$ cat config.mk
export PLATFORM = sky130hd
export DESIGN_NAME = scroll_refresh_ctrl
export DESIGN_NICKNAME = d
export VERILOG_FILES = /design/src/rtl/scroll_refresh_ctrl.sv
export SDC_FILE = /design/constraint.sdc
export NUM_CORES = 1
export LEC_CHECK = 0
export CORE_MARGIN = 5
export CORE_UTILIZATION = 48
export CTS_CLUSTER_DIAMETER = 100
export DETAILED_ROUTE_END_ITERATION = 7
export PLACE_DENSITY = 0.76
export SLEW_MARGIN = 20
export SYNTH_ARGS = -nofsm -noshare
export SYNTH_HDL_FRONTEND = slang
export SYNTH_SLANG_ARGS = --single-unit
$ cat constraint.sdc
create_clock -name Clock -period 2.59 [get_ports Clock]
set_input_delay 0.518 -clock Clock [delete_from_list [all_inputs] [get_ports Clock]]
set_output_delay 0.518 -clock Clock [all_outputs]
set_load 0.02 [all_outputs]
$ cat src/rtl/scroll_refresh_ctrl.sv
// ----------------------------------------------------------------------------
// scroll_refresh_ctrl
//
// Drives the refresh_en / trigger handshake of the game-state FSM. When the
// doodle climbs above THRESH_Y during gameplay, a scroll is requested. Once
// the game enters Refreshing, the world is scrolled down a few rows per frame
// until the captured distance is consumed. Then trigger is pulsed. The
// controller also accumulates the height score in scrolled rows.
//
// Ports:
//   Clock          system clock
//   Reset          synchronous, active-high reset
//   frame_tick     one-cycle pulse per frame (vsync)
//   outstate[2:0]  game state: 000 menu, 001 game, 010 pause, 011 refreshing
//   doodle_y       doodle top row, screen coordinates (0 = top)
//   refresh_en     level request to enter Refreshing
//   trigger        one-cycle pulse, scroll finished
//   scroll_active  high while scrolling
//   scroll_pulse   one-cycle pulse; shift platforms/doodle down by scroll_dy
//   scroll_dy      shift amount, zero outside scroll_pulse
//   score          total rows scrolled since leaving the menu (saturating)
//
// state  | meaning
// -------+--------------------------------------------------------------
// IDLE   | waiting for a frame where the doodle is above THRESH_Y
// REQ    | refresh_en held until the game enters Refreshing
// SCROLL | one shift of up to STEP rows per frame_tick
// DONE   | scroll complete; trigger pulses next cycle, then back to IDLE
// ----------------------------------------------------------------------------
module scroll_refresh_ctrl #(
    parameter int THRESH_Y = 160,
    parameter int STEP     = 4,
    parameter int Y_W      = 10
) (
    input  logic           Clock,
    input  logic           Reset,
    input  logic           frame_tick,
    input  logic [2:0]     outstate,
    input  logic [Y_W-1:0] doodle_y,
    output logic           refresh_en,
    output logic           trigger,
    output logic           scroll_active,
    output logic           scroll_pulse,
    output logic [Y_W-1:0] scroll_dy,
    output logic [15:0]    score
);

    localparam logic [Y_W-1:0] THRESH_C = Y_W'(THRESH_Y);
    localparam logic [Y_W-1:0] STEP_C   = Y_W'(STEP);

    typedef enum logic [1:0] {
        IDLE   = 2'd0,
        REQ    = 2'd1,
        SCROLL = 2'd2,
        DONE   = 2'd3
    } state_t;

    state_t         r_state;
    logic [Y_W-1:0] r_remaining;
    logic           r_refresh_en;
    logic           r_trigger;
    logic           r_scroll_active;
    logic           r_scroll_pulse;
    logic [Y_W-1:0] r_scroll_dy;
    logic [15:0]    r_score;

    logic           w_menu;
    logic           w_game;
    logic           w_refreshing;
    logic [Y_W-1:0] w_dy;
    logic [Y_W-1:0] w_rem_next;
    logic [16:0]    w_score_sum;
    logic [15:0]    w_score_sat;

    assign w_menu       = (outstate == 3'b000);
    assign w_game       = (outstate == 3'b001);
    assign w_refreshing = (outstate == 3'b011);

    assign w_dy        = (r_remaining < STEP_C) ? r_remaining : STEP_C;
    assign w_rem_next  = r_remaining - w_dy;
    assign w_score_sum = {1'b0, r_score} + 17'(w_dy);
    assign w_score_sat = w_score_sum[16] ? 16'hFFFF : w_score_sum[15:0];

    always_ff @(posedge Clock) begin
        if (Reset) begin
            r_state         <= IDLE;
            r_remaining     <= '0;
            r_refresh_en    <= 1'b0;
            r_trigger       <= 1'b0;
            r_scroll_active <= 1'b0;
            r_scroll_pulse  <= 1'b0;
            r_scroll_dy     <= '0;
            r_score         <= '0;
        end else begin
            r_trigger      <= 1'b0;
            r_scroll_pulse <= 1'b0;
            r_scroll_dy    <= '0;

            // Menu clear has priority over any increment below; the only
            // increment path is gated by !w_menu.
            if (w_menu) begin
                r_score <= '0;
            end

            case (r_state)
                IDLE: begin
                    if (w_game && frame_tick && (doodle_y < THRESH_C)) begin
                        r_remaining  <= THRESH_C - doodle_y;
                        r_state      <= REQ;
                        r_refresh_en <= 1'b1;
                    end
                end
                REQ: begin
                    // Pause (and game) keep the request pending.
                    if (w_refreshing) begin
                        r_state         <= SCROLL;
                        r_refresh_en    <= 1'b0;
                        r_scroll_active <= 1'b1;
                    end else if (w_menu) begin
                        r_state      <= IDLE;
                        r_remaining  <= '0;
                        r_refresh_en <= 1'b0;
                    end
                end
                SCROLL: begin
                    // Exit to menu wins over a coincident frame_tick.
                    if (w_menu) begin
                        r_state         <= IDLE;
                        r_remaining     <= '0;
                        r_scroll_active <= 1'b0;
                    end else if (frame_tick) begin
                        r_scroll_pulse <= 1'b1;
                        r_scroll_dy    <= w_dy;
                        r_remaining    <= w_rem_next;
                        r_score        <= w_score_sat;
                        if (w_rem_next == '0) begin
                            r_state         <= DONE;
                            r_scroll_active <= 1'b0;
                        end
                    end
                end
                DONE: begin
                    // Entered together with the final pulse, so trigger
                    // lands one cycle after it.
                    r_trigger <= 1'b1;
                    r_state   <= IDLE;
                end
                default: begin
                    r_state <= IDLE;
                end
            endcase
        end
    end

    assign refresh_en    = r_refresh_en;
    assign trigger       = r_trigger;
    assign scroll_active = r_scroll_active;
    assign scroll_pulse  = r_scroll_pulse;
    assign scroll_dy     = r_scroll_dy;
    assign score         = r_score;

endmodule

# Yosys cells after proc, flatten, opt, wreduce, memory -nomap -nowiden
# Index checks and enable logic that the tools add are counted.
dict set report totals {
  regBits 42
  input_bits 16
  output_inout_bits 30
  word_cells 71
}
dict set report op_classes {
  addsub 3
  order_cmp 2
  eq_ne 12
  muxes 30
  bitwise_logic 2
  reduce_logical 14
}
# operator n
set ops {}
lappend ops {{$mux 16} 5}
lappend ops {{$mux 10} 6}
lappend ops {{$pmux 10 s3} 1}
lappend ops {{$add 16x10->17} 1}
lappend ops {{$mux 2} 6}
lappend ops {{$logic_not 10->1} 1}
lappend ops {{$lt 10x3->1 const B} 1}
lappend ops {{$lt 10x8->1 const B} 1}
lappend ops {{$sub 10x10->10} 1}
lappend ops {{$sub 8x10->10 const A} 1}
lappend ops {{$mux 1} 9}
lappend ops {{$ne 3x3->1 const B} 3}
lappend ops {{$ne 2x2->1 const B} 4}
lappend ops {{$pmux 2 s4} 1}
lappend ops {{$reduce_and 4->1} 2}
lappend ops {{$reduce_and 5->1} 1}
lappend ops {{$eq 2x2->1 const B} 2}
lappend ops {{$pmux 1 s2} 2}
lappend ops {{$reduce_bool 2->1} 2}
lappend ops {{$reduce_or 4->1} 1}
lappend ops {{$eq 3x1->1 const B} 1}
lappend ops {{$eq 3x2->1 const B} 1}
lappend ops {{$logic_not 3->1} 1}
lappend ops {{$reduce_and 3->1} 1}
lappend ops {{other kinds (6)} 8}

# Depth between registers and ports, before layout
# Gate-level depths: netlist (run 1).
dict set report depth {
  word_depth 8
  mapped_depth 12
  ltp_nobuf 11
}

# Worst setup path after synthesis (run 1)
# No wires, ideal clock.
dict set report synth_path {
  kind {reg-to-reg}
  start {reg r_remaining[8]}
  end {reg r_score[9], in the netlist score[9]}
  setup_ps 133
  t_arrival_ps 2697
  required_ps 2457
  slack_ps -240
  path_stages_with_launch 13
  n_path_buf 2
  synth_period_minus_slack_ps 2830
  cell_sequence {dfxtp_1 > clkbuf_1 > or4_1 > nor2_1 > inv_1 > ha_1 > a21oi_1 > o221ai_1 > o211ai_1 > or2_2 > and2_1 > clkbuf_1 > a31oi_1}
}
dict set report synth_between {
  elab_chain_cells 7
}
# element line_no
set synth_rtl {}
lappend synth_rtl {{start, declared} 59} ;# logic [Y_W-1:0] r_remaining;
lappend synth_rtl {{start signal, assigned} 108} ;# r_remaining <= THRESH_C - doodle_y;
lappend synth_rtl {{start signal, assigned} 134} ;# r_remaining <= w_rem_next;
lappend synth_rtl {{$lt 10x3->1} 79} ;# assign w_dy = (r_remaining < STEP_C) ? r_remaining : STEP_C;
lappend synth_rtl {{$mux 10} 79}
lappend synth_rtl {{named net w_dy[2]} 70} ;# logic [Y_W-1:0] w_dy;
lappend synth_rtl {{$add 16x10->17} 81} ;# assign w_score_sum = {1'b0, r_score} + 17'(w_dy);
lappend synth_rtl {{$mux 16} 82} ;# assign w_score_sat = w_score_sum[16] ? 16'hFFFF : w_score_sum[15:0];
lappend synth_rtl {{$mux 16} 131} ;# end else if (frame_tick) begin
lappend synth_rtl {{$mux 16} 127} ;# if (w_menu) begin
lappend synth_rtl {{$mux 16} 105} ;# case (r_state)
lappend synth_rtl {{end signal, assigned} 135} ;# r_score <= w_score_sat;
lappend synth_rtl {{end, declared} 65} ;# logic [15:0] r_score;
# The timed path passes the listed nets, and every way through them passes these cells.
# A chain may end at the register's enable or synchronous reset.

# Worst setup path in the final report (run 1)
dict set report layout_path {
  start {reg r_remaining[2]}
  end {reg r_state[1]}
}
dict set report layout_between {
  elab_chain_cells 6
}
# element line_no
set layout_rtl {}
lappend layout_rtl {{$lt 10x3->1} 79}
lappend layout_rtl {{$mux 10 *} 79}
lappend layout_rtl {{named net w_dy[2]} 70}
lappend layout_rtl {{$sub 10x10->10 *} 80} ;# assign w_rem_next = r_remaining - w_dy;
lappend layout_rtl {{$logic_not 10->1 *} 136} ;# if (w_rem_next == '0) begin
lappend layout_rtl {{$ne 3x3->1 (no source line) *} -}
lappend layout_rtl {{$reduce_and 4->1 (no source line) *} -}
lappend layout_rtl {{end signal, assigned} 86} ;# r_state <= IDLE;
lappend layout_rtl {{end signal, assigned} 137} ;# r_state <= DONE;
lappend layout_rtl {{end signal, assigned} 146} ;# r_state <= IDLE;
lappend layout_rtl {{end, declared} 58} ;# state_t r_state;
# Mark *: on every way through the listed nets, which the timed path passes. The rest lies on a longest branch.

==> reports/results.ini, run 1 <==
[pwr]
internal_power_mw = 1.27
ir_drop_mv = 0.316
power.share.sequential = 0.368
p_leak_nw = 1.51
clkPwrFrac = 0.235
power.total_mw = 1.95
total_switching_power_uw = 685
sw_frac_of_total = 0.351
comb_power_share = 0.398
power.density_cell_area_nw_per_um2 = 516

[place]
io_buffer_count = 45
gp_congestion = 0.957
dp_hpwl_mm = 5.91
detailed_place.area_um2 = 3560
pre_cts_ws_ps = -112

[floorplan]
floorplan.die_area_um2 = 7310
row_count = 27
design.core.area_um2 = 5510
die_y_um = 85.5
dieWidth_um = 85.5
ios = 46
initial_core_util = 0.496

[logic_synthesis]
postSynth.asyncResetShare = 0
synth_seq_area_share = 0.308
yosysWarningCount = 0
syn_area_um2 = 2730
synth_edf_count = 0
synth_seq_cells = 42
yosys.cell_types.count = 61
postSynth.topFlopCell = dfxtp_1
cell_count_after_synthesis = 340
post_synth.cell_area_avg_um2 = 8.04

[worst_setup_path]
critical_path.reg2reg.startpoint = r_remaining[2]
critical_path.startpoint_type = register
rr_worst_depth = 11
timing_worst_setup_path_type = reg2reg
r2r_end = r_state[1]
critical_path_required_ps = 2810
cp.arrival_ps = 2770
crit_path_end_kind = register
reg2reg_slack_ps = 40
critical_path_peak_fanout = 4

[layout]
final_core_utilization = 0.687
final_nets = 462
stdcell_area_um2 = 3780
layout.cells.most_common_list = 45 x clkdlybuf4s50_1, 38 x buf_4, 37 x nor2_1
layout.cells.most_common = clkdlybuf4s50_1
areaGrowthSynthToFinish_pct = 38.4
antenna-diode-count = 0
post_route_cells_drive_above_1_share = 0.202

[sta]
timing.final.ws_setup_ps = 42.3
timing.final.max_slew_violations = 0
fmax_mhz = 393
period_utilisation_layout = 0.984
tns_ps = 0
finalClockSkew_ps = 6.14
timing.max_slew.rel_slack = 0.460
finalHoldViolations = 0
setup_violations = 0
tightest_slew_ps = 807
timing.final.crit_period_ps = 2550
grt_setup_unrepaired = true

[grt]
first_global_vias = 2758
pin_count_of_the_biggest_net_entering_global_routing = 17
grt_pass1_wl_mm = 12.7
grt-ovfl-total = 0
grt.total_usage = 0.212
grt_antenna_before_repair = 0

[min_path]
worst_hold_path_depth = 2
worstHoldStart = refresh_en
min_delay_worst_endpoint = refresh_en
worst_hold_path_type = reg2reg

[route]
drt_drc_violations_left = 0
num_vias = 2911
antenna_violating_nets_left = 0
drt_pass1_iterations = 5
wirelength_mm = 7.94
drt_iter0_markers = 142
post_drt_wl_per_cell_um = 15.8
post_drt_via_cell_ratio = 5.80

[clock_network]
clkSinkCount = 42
root_buffer = clkbuf_8
cts-htree-levels = 2
clk_pin_slew_worst_paths_ps = 80
clock_latency_of_the_later_clocked_register_in_the_worst_skew_pair_ps = 300
clockBufferDepth = 2
numCtsBuffers = 5
tritoncts_clock_tree = done

[flow_run]
cap_violations = 0

[outcome]
status = finished clean

==> critical path, stage by stage, from the launching register on <==
cell	delay [ps]
dfxtp_2	350
or4_4	560
nor2_4	140
inv_2	60
nand2_1	70
ha_1	180
o21ai_2	90
nand3_1	120
mux2i_1	290
nand4_1	190
a211o_1	260
a31oi_1	170
==> layout make-up <==
type                       count  area, um^2
inverter                      12        45.0
tap                           72        90.1
fill                         460        1720
multi-input combinational    283        1950
clock buffer                   6        82.6
sequential                    42         848
timing repair buffer          85         758
clock inverter                 2        12.5
==> registers in the layout, indices dropped and copies added (netlist names) <==
name and count:
trigger 1, r_remaining 10, r_state 2, scroll_pulse 1, scroll_dy 10, scroll_active 1
score 16, refresh_en 1
==> through the flow <==
| stage | hold slack, ps | std cells |
|---|---|---|
| 6_report | 522 | 502 |
| 5_1_grt | 547 | 502 |
| 4_1_cts | 526 | 501 |
| 3_5_place_dp | 517 | 493 |
| 3_3_place_gp | 510 | 493 |
| 2_1_floorplan | 480 | 353 |
==> power by group through the flow <==
stage,combinational (mW),clock [mW],sequential (mW)
after floorplan,0.447,0,0.729
after global placement,0.711,0,0.724
after detailed placement,0.720,0,0.728
after CTS,0.731,0.465,0.714
after global routing,0.840,0.502,0.722
final,0.777,0.458,0.718
==> metal layers <==
layer	track usage	routed length (um)	share of wire	vias to the layer above
li1	-	-	-	1417
met1	0.278	3520	0.44	1369
met2	0.343	3810	0.48	106
met3	0.0447	411	0.052	19
met4	0.0705	198	0.025	0
met5	0	0	0	-
==> Yosys cell counts (3+ instances only) <==
master / count / area share
and3_1: 7 / 0.016
xor2_1: 7 / 0.022
xnor2_1: 7 / 0.022
a31oi_1: 9 / 0.021
clkbuf_1: 11 / 0.015
ha_1: 16 / 0.073
o21a_1: 5 / 0.014
a22oi_1: 4 / 0.011
dfxtp_1: 42 / 0.31
a21oi_1: 27 / 0.049
nand2b_1: 4 / 0.0092
o21ai_0: 28 / 0.051
nand2_1: 16 / 0.022
nor2_1: 38 / 0.052
nand3_1: 9 / 0.016
and4_1: 3 / 0.0096
buf_6: 3 / 0.012
and2_1: 3 / 0.0069
nor3_1: 11 / 0.020
nand3b_1: 5 / 0.014
a211oi_1: 8 / 0.022
inv_1: 12 / 0.016
or4_1: 3 / 0.0082
o221ai_1: 3 / 0.0096
nor2b_1: 9 / 0.021
==> what timing repair did <==
item | 4_1_cts | 5_1_grt
gates resized for setup | 9 | 22
setup endpoints to repair | 16 | 17
pin swaps | 1 | 9
buffers inserted | 0 | 1
cloned | 0 | 0
hold buffers | 0 | 0
==> worst max-delay path by stage <==
stage	endpoint	cells after the start	slack, ps	from
finish	r_state[1]	11	40	r_remaining[2]
detailed placement	score[2]	12	-110	r_remaining[6]
floorplan	score[9]	12	40	r_remaining[3]
CTS	score[15]	11	3	r_remaining[6]
global placement	r_remaining[8]	9	-80	doodle_y[0]
global route	score[5]	11	-40	r_remaining[2]
==> logic make-up after synthesis <==
logic type / count (synthesis) / synth area share
DFF: 42 / 0.308
and+or+nand+nor: 126 / 0.252
muxes: 2 / 0.00778
adders and majority gates: 17 / 0.0805
xor gates and xnor gates: 14 / 0.0449
buffers and inverters: 28 / 0.0485
other: 2 / 0.00275
AOI/OAI and AO/OA: 109 / 0.256
Note: power is estimated with default switching activity, not from simulation.
==> run 2, diff against run 1 <==
--- a/config.mk
+++ b/config.mk
@@ -5,10 +5,12 @@
 export SDC_FILE = /design/constraint.sdc
 export NUM_CORES = 1
 export LEC_CHECK = 0
+export ABC_AREA = 1
 export CORE_MARGIN = 5
 export CORE_UTILIZATION = 48
 export CTS_CLUSTER_DIAMETER = 100
 export DETAILED_ROUTE_END_ITERATION = 7
+export MAX_ROUTING_LAYER = met4
 export PLACE_DENSITY = 0.76
 export SLEW_MARGIN = 20
 export SYNTH_ARGS = -nofsm -noshare
==> reports/results.ini, run 2 <==
[outcome]
status = finished clean  ; unchanged

[floorplan]
initial_core_util = 0.492  ; was 0.496
dieWidth_um = 85.1  ; was 85.5 um
die_y_um = 85.1  ; was 85.5 um
floorplan.die_area_um2 = 7250  ; was 7310 um^2
row_count = 27  ; unchanged
design.core.area_um2 = 5510  ; unchanged
ios = 46  ; unchanged

[clock_network]
clockBufferDepth = 2  ; unchanged
holdBufCountCts = 0  ; unchanged
clk_pin_slew_worst_paths_ps = 90  ; was 80 ps
root_buffer = clkbuf_8  ; unchanged
clock_latency_of_the_later_clocked_register_in_the_worst_skew_pair_ps = 300  ; about the same
cts-htree-levels = 2  ; unchanged
tritoncts_clock_tree = done  ; unchanged
clkSinkCount = 42  ; unchanged
numCtsBuffers = 5  ; unchanged

[logic_synthesis]
yosysWarningCount = 0  ; unchanged
synth_seq_area_share = 0.310  ; was 0.308
synth_edf_count = 0  ; unchanged
synthMostInstantiatedCell = nand2_1  ; was dfxtp_1
yosys.cell_types.count = 36  ; was 61
postSynth.asyncResetShare = 0  ; unchanged
syn_area_um2 = 2710  ; was 2730 um^2
postSynth.topFlopCell = dfxtp_1  ; unchanged
post_synth_main_area_contributors = dfxtp_1 31%, nand2_1 13%, ha_1 7.4%  ; was dfxtp_1 31%, ha_1 7.3%, nor2_1 5.2%
synth_top_area_cell = dfxtp_1  ; unchanged
cell_count_after_synthesis = 403  ; was 340
post_synth.cell_area_avg_um2 = 6.72  ; was 8.04 um^2
synth_commonest_cells = 97 x nand2_1, 50 x inv_1, 42 x dfxtp_1, 39 x nor2_1, 29 x o21ai_0  ; was 42 x dfxtp_1, 38 x nor2_1, 28 x o21ai_0, 27 x a21oi_1
synth_largest_type_area_fraction = 0.310  ; was 0.308
synth_seq_cells = 42  ; unchanged

[layout]
final_nets = 512  ; was 462
areaGrowthSynthToFinish_pct = 30.1  ; was 38.4%
stdcell_area_um2 = 3520  ; was 3780 um^2
layout.cells.most_common_list = 95 x nand2_1, 50 x inv_1, 45 x clkdlybuf4s50_1  ; was 45 x clkdlybuf4s50_1, 38 x buf_4, 37 x nor2_1
post_route_cells_drive_above_1_share = 0.129  ; was 0.202
layout.cells.most_common = nand2_1  ; was clkdlybuf4s50_1
multiInputGateArea_um2 = 1700  ; was 1950 um^2
layout.cells.non_filler = 552  ; was 502
layout.area.seq_um2 = 846  ; was 848 um^2
largest_register_ffs = 16  ; unchanged
final_core_utilization = 0.640  ; was 0.687
antenna-diode-count = 0  ; unchanged
number_of_filler_instances_in_the_final_layout = 489  ; was 460

[sta]
timing.final.ws_setup_ps = 129  ; was 42.3 ps
fmax_mhz = 406  ; was 393 MHz
setup_violations = 0  ; unchanged
timing.final.max_slew_violations = 0  ; unchanged
finalHoldViolations = 0  ; unchanged
finalClockSkew_ps = 10.4  ; was 6.14 ps
grt_setup_unrepaired = true  ; unchanged
period_utilisation_layout = 0.950  ; was 0.984
timing.final.crit_period_ps = 2460  ; was 2550 ps

[worst_setup_path]
timing.critical_path.depth = 18  ; was 11
critical_path.startpoint_type = register  ; unchanged
critical_path_peak_fanout = 9  ; was 4
crit_path_end_kind = register  ; unchanged
reg2reg_slack_ps = 130  ; was 40 ps
timing.critical_path.cells = inv_1 > nand2_1 > nor2_4 > nand2_2 > nor2_2 > ha_2 > fa_2 > nand3_1 > nand2_1 > nand2_1 > nand4_1 > nand2_1 > a21oi_2 > nand2_2 > nand2_2 > buf_6 > o221ai_1 > nand2_1  ; was or4_4 > nor2_4 > inv_2 > nand2_1 > ha_1 > o21ai_2 > nand3_1 > mux2i_1 > nand4_1 > a211o_1 > a31oi_1
critPathMostFrequentCell = nand2_1
setup.worst_path.start = r_remaining[9]  ; was r_remaining[2]
slowest_delay_ps = 350  ; was 560 ps
rr_worst_depth = 18  ; was 11
critical_path.reg2reg.startpoint = r_remaining[9]  ; was r_remaining[2]
worstSetupEndpoint = score[8]  ; was r_state[1]
r2r_end = score[8]  ; was r_state[1]
cp.arrival_ps = 2650  ; was 2770 ps
critical_path_required_ps = 2780  ; was 2810 ps
critical-path-top-delay-family = simple AND/OR/NAND/NOR gates  ; unchanged
critPathSlowestCell = fa_2  ; was or4_4
cp.buffers_inverters = 2  ; was 1
timing_worst_setup_path_type = reg2reg  ; unchanged

[place]
gp_congestion = 0.924  ; was 0.957
pre_cts_ws_ps = 18.2  ; was -112 ps
dp_hpwl_mm = 5.27  ; was 5.91 mm
dp.cells = 542  ; was 493
detailed_place.area_um2 = 3370  ; was 3560 um^2
io_buffer_count = 45  ; unchanged

[grt]
grt_pass1_wl_mm = 11.5  ; was 12.7 mm
first_global_vias = 2594  ; was 2758
grt-ovfl-total = 0  ; unchanged
pin_count_of_the_biggest_net_entering_global_routing = 15  ; was 17
grt.total_usage = 0.197  ; was 0.212
grt_antenna_before_repair = 0  ; unchanged

[pwr]
comb_power_share = 0.522  ; was 0.398
p_leak_nw = 1.60  ; was 1.51 nW
internal_power_mw = 1.48  ; was 1.27 mW
ir_drop_mv = 0.370  ; was 0.316 mV
clkPwrFrac = 0.171  ; was 0.235
power.total_mw = 2.64  ; was 1.95 mW
power.density_cell_area_nw_per_um2 = 750  ; was 516 nW/um^2
sw_frac_of_total = 0.441  ; was 0.351
power.share.sequential = 0.307  ; was 0.368
total_switching_power_mw = 1.17  ; was 685 uW

[flow_run]
cap_violations = 0  ; unchanged

[route]
drt_iter0_markers = 171  ; was 142
post_drt_wl_per_cell_um = 12.4  ; was 15.8 um
num_vias = 2824  ; was 2911
post_drt_via_cell_ratio = 5.12  ; was 5.80
drt_drc_violations_left = 0  ; unchanged
wirelength_mm = 6.84  ; was 7.94 mm
drt_pass1_iterations = 4  ; was 5
antenna_violating_nets_left = 0  ; unchanged

[min_path]
worst_hold_path_type = reg2reg  ; unchanged

run 2: changes by cell type in the layout (fill, tap and decap cells not counted), moves of 8 or more:
cell     previous run  this run
inv_1              11        50
nand3_1             9        20
nor2b_1             8         0
nand2_2             0        10
nand2_1            16        95
buf_4              38        16
run 2: worst min-delay path by stage:
stage / startpoint / cells after the start / slack (ps) / endpoint
6_report: scroll_active / 2 / 480 / scroll_active
5_1_grt: scroll_active / 2 / 520 / scroll_active
4_1_cts: scroll_active / 2 / 480 / scroll_active
3_5_place_dp: scroll_active / 2 / 470 / scroll_active
3_3_place_gp: scroll_active / 2 / 450 / scroll_active
2_1_floorplan: r_remaining[0] / 2 / 460 / scroll_dy[0]
run 2: per-layer routing:
layer / routed length [um] / GRT usage / vias to the layer above
li1: - / - / 1470
met4: 112 / 0.0561 / 0
met1: 3190 / 0.258 / 1280
met5: 0 / - / -
met2: 3170 / 0.309 / 62
met3: 368 / 0.0398 / 12
run 2: power groups by stage:
| stage | clock, mW | combinational, mW | sequential [mW] |
|---|---|---|---|
| 2_1_floorplan | 0 | 0.931 | 0.849 |
| 3_3_place_gp | 0 | 1.28 | 0.815 |
| 3_5_place_dp | 0 | 1.30 | 0.821 |
| 4_1_cts | 0.467 | 1.30 | 0.807 |
| 5_1_grt | 0.495 | 1.57 | 0.823 |
| 6_report | 0.452 | 1.38 | 0.811 |
run 2: timing repair:
item | in CTS | in global routing
pin swaps | 0 | 3
setup buffers | 0 | 2
gates resized for setup | 1 | 17
endpoints found under the setup margin | 1 | 15
run 2: final cells by class:
class                           count  area share
Timing Repair Buffer               62       0.165
Sequential cell                    42       0.240
Clock inverter                      2     0.00355
Clock buffer                        6      0.0234
Tap cell                           72      0.0256
Multi-Input combinational cell    311       0.482
Inverter                           57      0.0607
run 2: metrics by stage:
step,hold slack (ps),TNS (ps)
floorplan,462,0
global placement,455,0
detailed placement,466,0
CTS,481,0
global route,515,-454
finish,476,0
run 2: worst reg2reg max path: cells and delay by family (launching register included):
family          cells  cell delay [ps]
compound gates      2              230
flops               1              340
fa+ha+maj           2              530
simple gates       12             1040
buf+inv             2              210
run 2: logic make-up after synthesis:
family,Yosys count,synth area share
flip-flops,42,0.310
AO/OA/AOI/OAI,82,0.181
buffers and inverters,63,0.0928
other,2,0.00277
XOR/XNOR,9,0.0291
adder cells (fa/ha/maj),17,0.0813
AND/OR/NAND/NOR,188,0.303
==> run 3, diff against run 2 <==
--- a/config.mk
+++ b/config.mk
@@ -6,8 +6,10 @@
 export NUM_CORES = 1
 export LEC_CHECK = 0
 export ABC_AREA = 1
+export CELL_PAD_IN_SITES_DETAIL_PLACEMENT = 1
+export CELL_PAD_IN_SITES_GLOBAL_PLACEMENT = 1
 export CORE_MARGIN = 5
-export CORE_UTILIZATION = 48
+export CORE_UTILIZATION = 34
 export CTS_CLUSTER_DIAMETER = 100
 export DETAILED_ROUTE_END_ITERATION = 7
 export MAX_ROUTING_LAYER = met4
==> reports/results.ini, run 3 (synthesis gave the netlist of run 2 again) <==
[grt]
grt.total_usage = 0.171  ; was 0.197
grt_pass1_wl_mm = 13.7  ; was 11.5 mm
pin_count_of_the_biggest_net_entering_global_routing = 15  ; unchanged
first_global_vias = 2969  ; was 2594
grt-ovfl-total = 0  ; unchanged
grt_antenna_before_repair = 0  ; unchanged

[min_path]
worst_hold_path_type = reg2reg  ; unchanged
worst_hold_path_depth = 2  ; unchanged
worstHoldStart = scroll_active  ; unchanged
min_delay_worst_endpoint = scroll_active  ; unchanged

[clock_network]
clockBufferDepth = 2  ; unchanged
clk_pin_slew_worst_paths_ps = 80  ; was 90 ps
tritoncts_clock_tree = done  ; unchanged
root_buffer = clkbuf_8  ; unchanged
clock_latency_of_the_later_clocked_register_in_the_worst_skew_pair_ps = 300  ; about the same
cts-htree-levels = 2  ; unchanged
clkSinkCount = 42  ; unchanged
numCtsBuffers = 5  ; unchanged
holdBufCountCts = 0  ; unchanged

[worst_setup_path]
critical_path_required_ps = 2780  ; about the same
critical_path.reg2reg.startpoint = r_remaining[3]  ; was r_remaining[9]
critical_path.startpoint_type = register  ; unchanged
setup.worst_path.start = r_remaining[3]  ; was r_remaining[9]
r2r_end = score[4]  ; was score[8]
critical_path_peak_fanout = 4  ; was 9
timing_worst_setup_path_type = reg2reg  ; unchanged
rr_worst_depth = 18  ; unchanged
cp.arrival_ps = 2660  ; was 2650 ps
reg2reg_slack_ps = 120  ; was 130 ps
crit_path_end_kind = register  ; unchanged

[layout]
layout.cells.most_common = nand2_1  ; unchanged
multiInputGateArea_um2 = 1750  ; was 1700 um^2
largest_register_ffs = 16  ; unchanged
layout.area.seq_um2 = 848  ; was 846 um^2
post_route_cells_drive_above_1_share = 0.155  ; was 0.129
antenna-diode-count = 0  ; unchanged
number_of_filler_instances_in_the_final_layout = 989  ; was 489
stdcell_area_um2 = 3680  ; was 3520 um^2
areaGrowthSynthToFinish_pct = 36.0  ; was 30.1%
final_core_utilization = 0.477  ; was 0.640
final_nets = 521  ; was 512
layout.cells.most_common_list = 94 x nand2_1, 49 x inv_1, 45 x clkdlybuf4s50_1  ; was 95 x nand2_1, 50 x inv_1, 45 x clkdlybuf4s50_1
layout.cells.non_filler = 591  ; was 552

[outcome]
status = finished clean  ; unchanged

[place]
dp_hpwl_mm = 6.45  ; was 5.27 mm
dp.cells = 577  ; was 542
detailed_place.area_um2 = 3450  ; was 3370 um^2
io_buffer_count = 45  ; unchanged
gp_congestion = 0.839  ; was 0.924

[route]
wirelength_mm = 8.33  ; was 6.84 mm
post_drt_via_cell_ratio = 4.89  ; was 5.12
drt_iter0_markers = 147  ; was 171
antenna_violating_nets_left = 0  ; unchanged
num_vias = 2892  ; was 2824
drt_drc_violations_left = 0  ; unchanged
post_drt_wl_per_cell_um = 14.1  ; was 12.4 um
drt_pass1_iterations = 4  ; unchanged

[sta]
finalHoldViolations = 0  ; unchanged
timing.final.crit_period_ps = 2470  ; was 2460 ps
fmax_mhz = 405  ; was 406 MHz
timing.final.max_slew_violations = 0  ; unchanged
finalClockSkew_ps = 9.13  ; was 10.4 ps
period_utilisation_layout = 0.954  ; was 0.950
setup_violations = 0  ; unchanged
tns_ps = 0  ; unchanged

[floorplan]
design.core.area_um2 = 7730  ; was 5510 um^2
row_count = 32  ; was 27
initial_core_util = 0.351  ; was 0.492
floorplan.die_area_um2 = 9850  ; was 7250 um^2
ios = 46  ; unchanged
dieWidth_um = 99.3  ; was 85.1 um
die_y_um = 99.3  ; was 85.1 um

[pwr]
power.total_mw = 2.76  ; was 2.64 mW
ir_drop_mv = 0.276  ; was 0.370 mV
p_leak_nw = 1.66  ; was 1.60 nW
power.density_cell_area_nw_per_um2 = 749  ; was 750 nW/um^2

[flow_run]
cap_violations = 0  ; unchanged

==> run 3: changes by cell type in the layout (fill, tap and decap cells not counted), sizes merged <==
cell	before	now
clkbuf	6	7
buf	17	26
clkinvlp	1	0
==> run 3: critical path: stages (launching register included) <==
cell	delay (ps)
dfxtp_2	350
inv_2	40
nand2_1	100
nor2_4	60
nand2_4	90
nor2_4	50
ha_4	160
fa_2	360
nand3_1	90
nand2_1	80
nand2_1	80
nand4_1	130
nand2_2	140
a21oi_4	80
nand2_2	110
nand2_4	80
buf_4	170
o221ai_1	150
nand2_1	60
==> run 3: worst max path at each step <==
stage | slack (ps) | endpoint
2_1_floorplan | 100 | score[11]
3_3_place_gp | 80 | score[3]
3_5_place_dp | -70 | score[7]
4_1_cts | 8 | score[3]
5_1_grt | -50 | score[2]
6_report | 120 | score[4]
==> run 3: area by class of cell <==
cell class,count,share of cell area
clock buffer,7,0.0234
clock inverter,1,0.00136
inverter,57,0.0581
multi-input combinational,311,0.476
sequential,42,0.230
tap,102,0.0346
timing repair buffer,71,0.176
==> run 3: metrics by stage <==
step	setup slack, ps	hold WS, ps
CTS	8.20	486
global placement	82.9	456
global route	-51.4	490
finish	119	477
detailed placement	-65.7	464
floorplan	99.4	462
==> run 3: power breakdown <==
| part | switching (mW) | total (mW) | internal, mW |
|---|---|---|---|
| registers | 0.0715 | 0.816 | 0.744 |
| clock network | 0.237 | 0.452 | 0.216 |
| logic | 0.919 | 1.49 | 0.573 |
==> run 3: layer usage <==
layer | vias to the layer above | part of all wire | wire length, um | track usage
li1 | 1484 | - | - | -
met1 | 1370 | 0.50 | 4130 | 0.224
met2 | 32 | 0.48 | 3970 | 0.279
met3 | 6 | 0.017 | 142 | 0.0217
met4 | 0 | 0.011 | 93 | 0.0431
met5 | - | 0 | 0 | -
==> run 3: what timing repair did <==
action                     in CTS  in global routing
setup buffers                   0                  5
pin swaps                       1                  9
cloned                          0                  1
gates resized for setup         3                 25
setup endpoints to repair       9                 14
